File: src/rtl/method_call_sequencer_if.sv
// Method-call handshake between the sequencer (master) and a generated callee (slave).
// The request is a one-cycle pulse; busy lags it by a cycle and the return is valid when busy drops.
interface method_call_sequencer_if #(
  parameter int unsigned RET_W = 1
);
  logic             method_req;
  logic             method_busy;
  logic [RET_W-1:0] method_return;

  modport master (
    output method_req,
    input  method_busy,
    input  method_return
  );

  modport slave (
    input  method_req,
    output method_busy,
    output method_return
  );
endinterface

File: src/rtl/method_call_sequencer.sv
// Issues RUNS method calls to a req/busy/return callee, times each call and checks the return
// against EXPECT, ending in sticky done/pass/fail/timeout flags.
module method_call_sequencer #(
  parameter int unsigned RET_W       = 1,
  parameter int unsigned EXPECT      = 1,
  parameter int unsigned START_DELAY = 100,
  parameter int unsigned RUNS        = 1,
  parameter int unsigned ACK_WAIT    = 4,
  parameter int unsigned TIMEOUT     = 100000
) (
  input  logic                    i_clk,
  input  logic                    i_reset,
  input  logic                    i_start,
  method_call_sequencer_if.master io_call,
  output logic                    o_done,
  output logic                    o_pass,
  output logic                    o_fail,
  output logic                    o_timeout,
  output logic [15:0]             o_run_count,
  output logic [31:0]             o_last_cycles,
  output logic [15:0]             o_mismatch_count
);

  localparam logic [RET_W-1:0] EXP_VAL    = RET_W'(EXPECT);
  localparam logic [31:0]      DELAY_LOAD = (START_DELAY == 0) ? 32'd0 : 32'(START_DELAY - 1);
  // Cycle counter is 1 in the REQ cycle, so ACK_WAIT idle cycles end at ACK_WAIT + 1.
  localparam logic [31:0]      ACK_LIMIT  = 32'(ACK_WAIT) + 32'd1;
  localparam logic [31:0]      BUSY_LIMIT = 32'(TIMEOUT);

  typedef enum logic [2:0] {
    StIdle,
    StDelay,
    StReq,
    StWaitAck,
    StWaitDone,
    StCheck,
    StFinish
  } state_e;

  state_e           r_state;
  logic             r_req;
  logic [31:0]      r_delay;
  logic [31:0]      r_cycles;
  logic [RET_W-1:0] r_ret;
  logic             r_done;
  logic             r_pass;
  logic             r_fail;
  logic             r_timeout;
  logic [15:0]      r_run_count;
  logic [31:0]      r_last_cycles;
  logic [15:0]      r_mismatch_count;

  logic [31:0]      w_cyc_inc;
  logic [15:0]      w_run_inc;
  logic [15:0]      w_mis_next;
  logic             w_more_runs;

  always_comb begin
    w_cyc_inc   = (&r_cycles) ? r_cycles : r_cycles + 32'd1;
    w_run_inc   = (&r_run_count) ? r_run_count : r_run_count + 16'd1;
    w_mis_next  = r_mismatch_count;
    if (r_ret != EXP_VAL) begin
      w_mis_next = (&r_mismatch_count) ? r_mismatch_count : r_mismatch_count + 16'd1;
    end
    w_more_runs = (32'(r_run_count) + 32'd1) < RUNS;
  end

  always_ff @(posedge i_clk or negedge i_reset) begin
    if (!i_reset) begin
      r_state          <= StIdle;
      r_req            <= 1'b0;
      r_delay          <= 32'd0;
      r_cycles         <= 32'd0;
      r_ret            <= '0;
      r_done           <= 1'b0;
      r_pass           <= 1'b0;
      r_fail           <= 1'b0;
      r_timeout        <= 1'b0;
      r_run_count      <= 16'd0;
      r_last_cycles    <= 32'd0;
      r_mismatch_count <= 16'd0;
    end else begin
      // The request is registered, so it is raised on every transition into StReq only.
      r_req <= 1'b0;
      unique case (r_state)
        StIdle: begin
          if (i_start) begin
            r_run_count      <= 16'd0;
            r_mismatch_count <= 16'd0;
            r_last_cycles    <= 32'd0;
            if (START_DELAY == 0) begin
              r_state  <= StReq;
              r_req    <= 1'b1;
              r_cycles <= 32'd1;
            end else begin
              r_delay <= DELAY_LOAD;
              r_state <= StDelay;
            end
          end
        end
        StDelay: begin
          if (r_delay == 32'd0) begin
            r_state  <= StReq;
            r_req    <= 1'b1;
            r_cycles <= 32'd1;
          end else begin
            r_delay <= r_delay - 32'd1;
          end
        end
        StReq: begin
          r_cycles <= w_cyc_inc;
          r_state  <= StWaitAck;
        end
        StWaitAck: begin
          r_cycles <= w_cyc_inc;
          if (io_call.method_busy) begin
            r_state <= StWaitDone;
          end else if (r_cycles >= ACK_LIMIT) begin
            r_timeout <= 1'b1;
            r_done    <= 1'b1;
            r_fail    <= 1'b1;
            r_state   <= StFinish;
          end
        end
        StWaitDone: begin
          r_cycles <= w_cyc_inc;
          // Completion is tested first so it wins over a limit reached in the same cycle.
          if (!io_call.method_busy) begin
            r_ret         <= io_call.method_return;
            r_last_cycles <= r_cycles;
            r_state       <= StCheck;
          end else if (r_cycles >= BUSY_LIMIT) begin
            r_timeout <= 1'b1;
            r_done    <= 1'b1;
            r_fail    <= 1'b1;
            r_state   <= StFinish;
          end
        end
        StCheck: begin
          r_run_count      <= w_run_inc;
          r_mismatch_count <= w_mis_next;
          if (w_more_runs) begin
            r_state  <= StReq;
            r_req    <= 1'b1;
            r_cycles <= 32'd1;
          end else begin
            r_done  <= 1'b1;
            r_pass  <= (w_mis_next == 16'd0);
            r_fail  <= (w_mis_next != 16'd0);
            r_state <= StFinish;
          end
        end
        StFinish: begin
          r_state <= StFinish;
        end
        default: begin
          r_state <= StIdle;
        end
      endcase
    end
  end

  assign io_call.method_req = r_req;
  assign o_done             = r_done;
  assign o_pass             = r_pass;
  assign o_fail             = r_fail;
  assign o_timeout          = r_timeout;
  assign o_run_count        = r_run_count;
  assign o_last_cycles      = r_last_cycles;
  assign o_mismatch_count   = r_mismatch_count;

endmodule

File: src/flat_wrapper.sv
// flat-port wrapper written by rule: the top's interface ports become plain ports
module method_call_sequencer_flat 
#(
  parameter int unsigned RET_W       = 1,
  parameter int unsigned EXPECT      = 1,
  parameter int unsigned START_DELAY = 100,
  parameter int unsigned RUNS        = 1,
  parameter int unsigned ACK_WAIT    = 4,
  parameter int unsigned TIMEOUT     = 100000
)
  (i_clk, i_reset, i_start, o_done, o_pass, o_fail, o_timeout, o_run_count, o_last_cycles, o_mismatch_count, io_call_method_req, io_call_method_busy, io_call_method_return);
  method_call_sequencer_if #(.RET_W(RET_W)) io_call_i ();
  input  logic i_clk;
  input  logic i_reset;
  input  logic i_start;
  output logic o_done;
  output logic o_pass;
  output logic o_fail;
  output logic o_timeout;
  output logic [15:0] o_run_count;
  output logic [31:0] o_last_cycles;
  output logic [15:0] o_mismatch_count;
  output wire logic [$bits(io_call_i.method_req)-1:0] io_call_method_req;
  input wire logic [$bits(io_call_i.method_busy)-1:0] io_call_method_busy;
  input wire logic [$bits(io_call_i.method_return)-1:0] io_call_method_return;
  assign io_call_method_req = io_call_i.method_req;
  assign io_call_i.method_busy = io_call_method_busy;
  assign io_call_i.method_return = io_call_method_return;
  method_call_sequencer #(.RET_W(RET_W), .EXPECT(EXPECT), .START_DELAY(START_DELAY), .RUNS(RUNS), .ACK_WAIT(ACK_WAIT), .TIMEOUT(TIMEOUT)) u_core (.i_clk(i_clk), .i_reset(i_reset), .i_start(i_start), .io_call(io_call_i), .o_done(o_done), .o_pass(o_pass), .o_fail(o_fail), .o_timeout(o_timeout), .o_run_count(o_run_count), .o_last_cycles(o_last_cycles), .o_mismatch_count(o_mismatch_count));
endmodule
File: config.mk
export PLATFORM = sky130hd
export DESIGN_NAME = method_call_sequencer_flat
export DESIGN_NICKNAME = d
export VERILOG_FILES = /design/src/rtl/method_call_sequencer_if.sv /design/src/rtl/method_call_sequencer.sv /design/src/flat_wrapper.sv
export SDC_FILE = /design/constraint.sdc
export NUM_CORES = 1
export LEC_CHECK = 0
export BUFFER_PORTS_ARGS = -buffer_cell sky130_fd_sc_hd__buf_2
export CAP_MARGIN = 20
export CELL_PAD_IN_SITES_DETAIL_PLACEMENT = 2
export CELL_PAD_IN_SITES_GLOBAL_PLACEMENT = 2
export CORE_MARGIN = 8
export CORE_UTILIZATION = 40
export DETAILED_ROUTE_END_ITERATION = 10
export PLACE_DENSITY_LB_ADDON = 0.15
export SYNTH_ARGS = -nofsm -noshare
export SYNTH_HDL_FRONTEND = slang
export SYNTH_SLANG_ARGS = --single-unit
File: constraint.sdc
create_clock -name i_clk -period 6.9 [get_ports i_clk]
set_input_delay 0.69 -clock i_clk [delete_from_list [all_inputs] [get_ports i_clk]]
set_output_delay 0.69 -clock i_clk [all_outputs]
set_load 0.02 [all_outputs]
; After elaboration in Yosys (flattened, before gate mapping)
; Cells that the tools add are included.
[op_classes]
addsub = 5
n_lt_le_gt_ge = 3
muxes = 36
n_bitwise = 2
eq_ne = 20
n_reduce_logical = 24
[ops]
columns = cell, count
row1 = $mux W32, 7
row2 = $pmux W32 S2, 2
row3 = $pmux W32 S3, 1
row4 = $mux W16, 4
row5 = $pmux W16 S2, 2
row6 = $add A16 B1 Y16 const B, 2
row7 = $add A32 B1 Y32 const B, 1
row8 = $ge A32 B17 Y1 const B, 1
row9 = $ge A32 B3 Y1 const B, 1
row10 = $logic_not A32 Y1, 1
row11 = $lt A32 B1 Y1 const B, 1
row12 = $reduce_and A16 Y1, 2
row13 = $reduce_and A32 Y1, 1
row14 = $sub A32 B1 Y32 const B, 1
row15 = $mux W3, 7
row16 = $pmux W3 S7, 1
row17 = $add A16 B1 Y17 const B, 1
row18 = $logic_not A16 Y1, 1
row19 = $ne A2 B2 Y1 const B, 8
row20 = $reduce_bool A16 Y1, 1
row21 = $eq A3 B3 Y1 const B, 3
row22 = $reduce_and A3 Y1, 3
row23 = $mux W1, 8
row24 = $ne A2 B1 Y1 const B, 4
row25 = 14 further kinds, 26
[word_totals]
regBits = 137

; Logic depth before layout (Yosys ltp)
[depth]
word_depth = 6
ltp_mapped = 11
mapped_depth_nobuf = 9

; Worst setup path after synthesis
; Ideal clock, no wire load.
[synth_path]
path_type = register to register
start = reg u_core.r_run_count[0] (netlist: u_core.o_run_count[0])
end = reg u_core.r_cycles[5]
period_less_slack_ns = 2.570
stages_incl_launch_ff = 11
arrival_time_ns = 2.452
slack_ns = 4.330
cell_sequence = dfrtp_1 > ha_1 > nand4_1 > nor3_1 > o2111ai_1 > a21oi_1 > and4_1 > buf_4 > buf_12 > o221ai_1 > a21o_1
[synth_via]
elab_chain_cells = 4
[synth_lines]
columns = item, line_no
row1 = start: declaration, method_call_sequencer.sv:49  ; logic [15:0] r_run_count;
row2 = start signal: assignment, method_call_sequencer.sv:140  ; r_run_count <= w_run_inc;
row3 = $add A16 B1 Y17, method_call_sequencer.sv:65  ; w_more_runs = (32'(r_run_count) + 32'd1) < RUNS;
row4 = $lt A32 B1 Y1, method_call_sequencer.sv:65
row5 = $ne A2 B1 Y1 (no source line), --
row6 = $reduce_and A4 Y1 (no source line), --
row7 = end signal: assignment, method_call_sequencer.sv:111  ; r_cycles <= w_cyc_inc;
row8 = end signal: assignment, method_call_sequencer.sv:115  ; r_cycles <= w_cyc_inc;
row9 = end signal: assignment, method_call_sequencer.sv:126  ; r_cycles <= w_cyc_inc;
row10 = end: declaration, method_call_sequencer.sv:43  ; logic [31:0] r_cycles;
; Every way passes these cells.
; A chain may end at the register's enable or synchronous reset.

; Worst setup path after layout
[layout_path]
start = reg u_core.r_run_count[0] (netlist: u_core.o_run_count[0])
end = reg u_core.r_cycles[11]
; Same word-level chain as after synthesis.

==> impl_metrics.tcl <==
set metrics [dict create \
    initial_core_util 0.408 \
    ys.flop_type "dfrtp_1" \
    hpwl_mm 18.1 \
    cts.repair.resized 0 \
    finalWorstSetupSlack_ns 3.00 \
    firstDrtPassIters 4 \
    p_per_area_nw_per_um2 323 \
    drt-initial-drc-count 356 \
    drive_gt1_frac 0.155 \
    postCtsHoldBufs 0 \
    crit_path_end_kind "flop" \
    place_congestion 0.864 \
    dp_cells 1194 \
    viasPerCell 5.97 \
    min_period_ns 3.90 \
    num_vias 7337 \
    hold_viol 0 \
    cts_buffer_depth 2 \
    drv_cap 0 \
    portBuffers 73 \
    async_flop_share 1.00 \
    postSynthAreaPerCell_um2 8.71 \
    status "complete, no violations" \
    clk_latency_ns 0.44 \
    die_h_um 157 \
    final-instance-count-excl-fill 1229 \
    fillers 2180 \
    finalSetupViolations 0 \
    postCtsSetupBuffers 0 \
    hp-class "in -> async" \
    synth_cells 914 \
    synth_cell_type_count 80 \
    critPathKind "reg -> reg" \
    ys_seq_area_frac 0.431 \
    yosys_warnings 0 \
    grt_pass1_wl_mm 44.6 \
    multiInputGateArea_um2 4150 \
    ctsHtreeMaxLevel 4 \
    syn_to_final_growth_pct 13.9 \
    coreArea_um2 19500 \
    max_freq_mhz 256 \
    crit_arrival_ns 4.22 \
    ys_seq_elements 137 \
    grt_start_max_net_pins 82 \
    row_count 51 \
    grt_pass1_vias 8273 \
    finClkSkew_ns 0.00909 \
    totalWireLength_mm 26.9 \
    fin_crit_sh 0.566 \
    path_max_fanout 23 \
    rsz0062_at_grt "no" \
    cts-root-buf "clkbuf_16" \
    syn-num-nets 927 \
    io_pins 74 \
    cts_buffers 17 \
    netlist_area_um2 7960 \
    die_w_um 157 \
    antenna_found_initial 1 \
    synth_edf_count 0 \
    slew_headroom 0.230 \
    tightest_slew_ns 1.15 \
    grt-ovfl-total 0 \
    drcViolationCount 0 \
    cp.required_ns 7.22 \
    dpl_worst_slack_ns 3.27 \
    ant_nets 0 \
    clock-sinks 137 \
    post_drt_wl_per_cell_um 21.9 \
    peakVddDrop_mv 0.240 \
    cp-start-kind "flop" \
    seq_area_um2 3430 \
    nets 963 \
    finalInstanceArea_um2 9060 \
    fp.dieArea_um2 24700 \
    finalMaxSlewViolations 0 \
    path_clk_slew_ns 0.06 \
    cts_tree "yes" \
    setup_tns_ns 0 \
    placed_area_um2 8410 \
    p_leak_nw 4.05 \
    grt_usage 0.225 \
]
-- cells by family after synthesis --
group                    share of synthesized area
AND/OR/NAND/NOR                              0.278
XOR/XNOR                                    0.0418
adder cells (fa/ha/maj)                     0.0126
buffers and inverters                       0.0494
multiplexers                               0.00519
AO/OA/AOI/OAI                                0.182
flip-flops                                   0.431
-- worst paths after layout --
| kind | from | endpoint | slack [ns] | cells past startpoint |
|---|---|---|---|---|
| setup / recovery | u_core.o_run_count[0] | u_core.r_cycles[11] | 3.00 | 8 |
| hold reg to reg | u_core.o_last_cycles[21] | u_core.o_last_cycles[21] | 0.48 | 2 |
| hold / removal | i_reset | u_core.o_mismatch_count[3] | 0.21 | 1 |
| setup reg to reg | u_core.o_run_count[0] | u_core.r_cycles[11] | 3.00 | 8 |
| min in group i_clk | u_core.o_last_cycles[21] | u_core.o_last_cycles[21] | 0.48 | 2 |
| max in group asynchronous | i_reset | u_core.r_cycles[6] | 5.55 | 3 |
-- final cells by class --
cell class              count  area share
diodes                      1    0.000276
clock buffers              17      0.0469
clock inverters            15      0.0197
inverters                  18     0.00746
multi-input cells         693       0.457
flip-flops and latches    137       0.378
well taps                 265      0.0366
repair buffers             83      0.0533
-- cells in the final DEF (no fill, tap or decap), types with 4 or more instances in the layout --
cell type / count
nand2_1: 134
nor4_2: 4
nor3_1: 39
or3_1: 7
buf_4: 7
or4_1: 7
a211oi_1: 4
nor2_1: 77
and3_1: 10
a31oi_1: 12
clkbuf_16: 17
or2_2: 6
dfrtp_1: 137
o211ai_1: 14
xor2_1: 16
clkinv_2: 4
nand3_1: 39
nand4_1: 23
nor4_1: 30
inv_1: 18
a21o_1: 25
o221ai_2: 5
o21ai_0: 79
a21oi_1: 15
xnor2_1: 22
nand2b_1: 9
buf_2: 72
nor3b_1: 9
ha_1: 8
clkinv_4: 7
o31ai_1: 18
and2_1: 6
and4_1: 4
-- layer usage --
layer	wire [um]	global-route usage	up-vias	part of all wire
li1	-	-	3377	-
met4	479	0.0802	0	0.018
met5	0	0	-	0
met3	788	0.0367	41	0.029
met2	14000	0.398	114	0.52
met1	11700	0.273	3805	0.43
-- state kept, by name (all words and copies together) (netlist names) --
register                   cells
u_core.r_delay                32
u_core.o_fail                  1
u_core.r_cycles               32
u_core.o_run_count            16
u_core.io_call.method_req      1
u_core.o_timeout               1
u_core.r_ret                   1
u_core.o_mismatch_count       16
u_core.o_last_cycles          32
u_core.o_done                  1
u_core.r_state                 3
u_core.o_pass                  1
-- cells in the mapped netlist (3+ instances only) --
library cell / instances / area [um2]
o31ai_1: 18 / 135
mux2i_1: 3 / 30.0
a211oi_1: 4 / 30.0
buf_6: 3 / 33.8
nor4_2: 4 / 50.1
nand4_1: 23 / 144
clkbuf_1: 46 / 173
dfrtp_1: 137 / 3430
or4_1: 7 / 52.6
ha_1: 8 / 100
nor2_1: 78 / 293
o21bai_1: 3 / 22.5
and3_1: 10 / 62.6
nor3b_1: 9 / 67.6
or3_1: 7 / 43.8
or2_2: 6 / 37.5
a21oi_1: 15 / 75.1
nand4b_1: 3 / 26.3
buf_2: 11 / 55.1
o211ai_1: 14 / 105
nor4b_1: 3 / 26.3
nor2b_1: 3 / 18.8
nand3_1: 39 / 195
o21a_1: 3 / 22.5
o221ai_2: 5 / 75.1
nand2_1: 134 / 503
o41ai_1: 3 / 26.3
and4_1: 4 / 35.0
o21ai_0: 79 / 395
nor3_1: 39 / 195
nor4_1: 30 / 188
nand2b_1: 9 / 56.3
xor2_1: 16 / 140
inv_1: 18 / 67.6
and2_1: 6 / 37.5
a211o_1: 3 / 26.3
xnor2_1: 22 / 193
a21o_1: 25 / 188
a31oi_1: 12 / 75.1
-- power breakdown --
part | internal, mW | switching [mW]
Sequential | 0.870 | 0.111
Combinational | 0.295 | 0.707
Clock | 0.568 | 0.377
-- metrics by stage --
stage / total power, mW / utilization / hold slack [ns]
detailed placement: 1.97 / 0.431 / 0.469
CTS: 2.94 / 0.462 / 0.243
floorplan: 1.67 / - / 0.394
global placement: 1.89 / 0.430 / 0.447
global route: 3.09 / 0.464 / 0.270
finish: 2.93 / 0.464 / 0.209
-- critical path: stages, from the launching register on --
cell and delay, ns:
dfrtp_1 0.50, ha_1 0.33, nand4_1 0.26, nor3_1 0.41, o2111ai_1 0.23, a21oi_1 0.35, and4_1 1.02, o21ai_2 0.28
a211o_1 0.37
No activity file was read; power rests on OpenSTA's default activity.
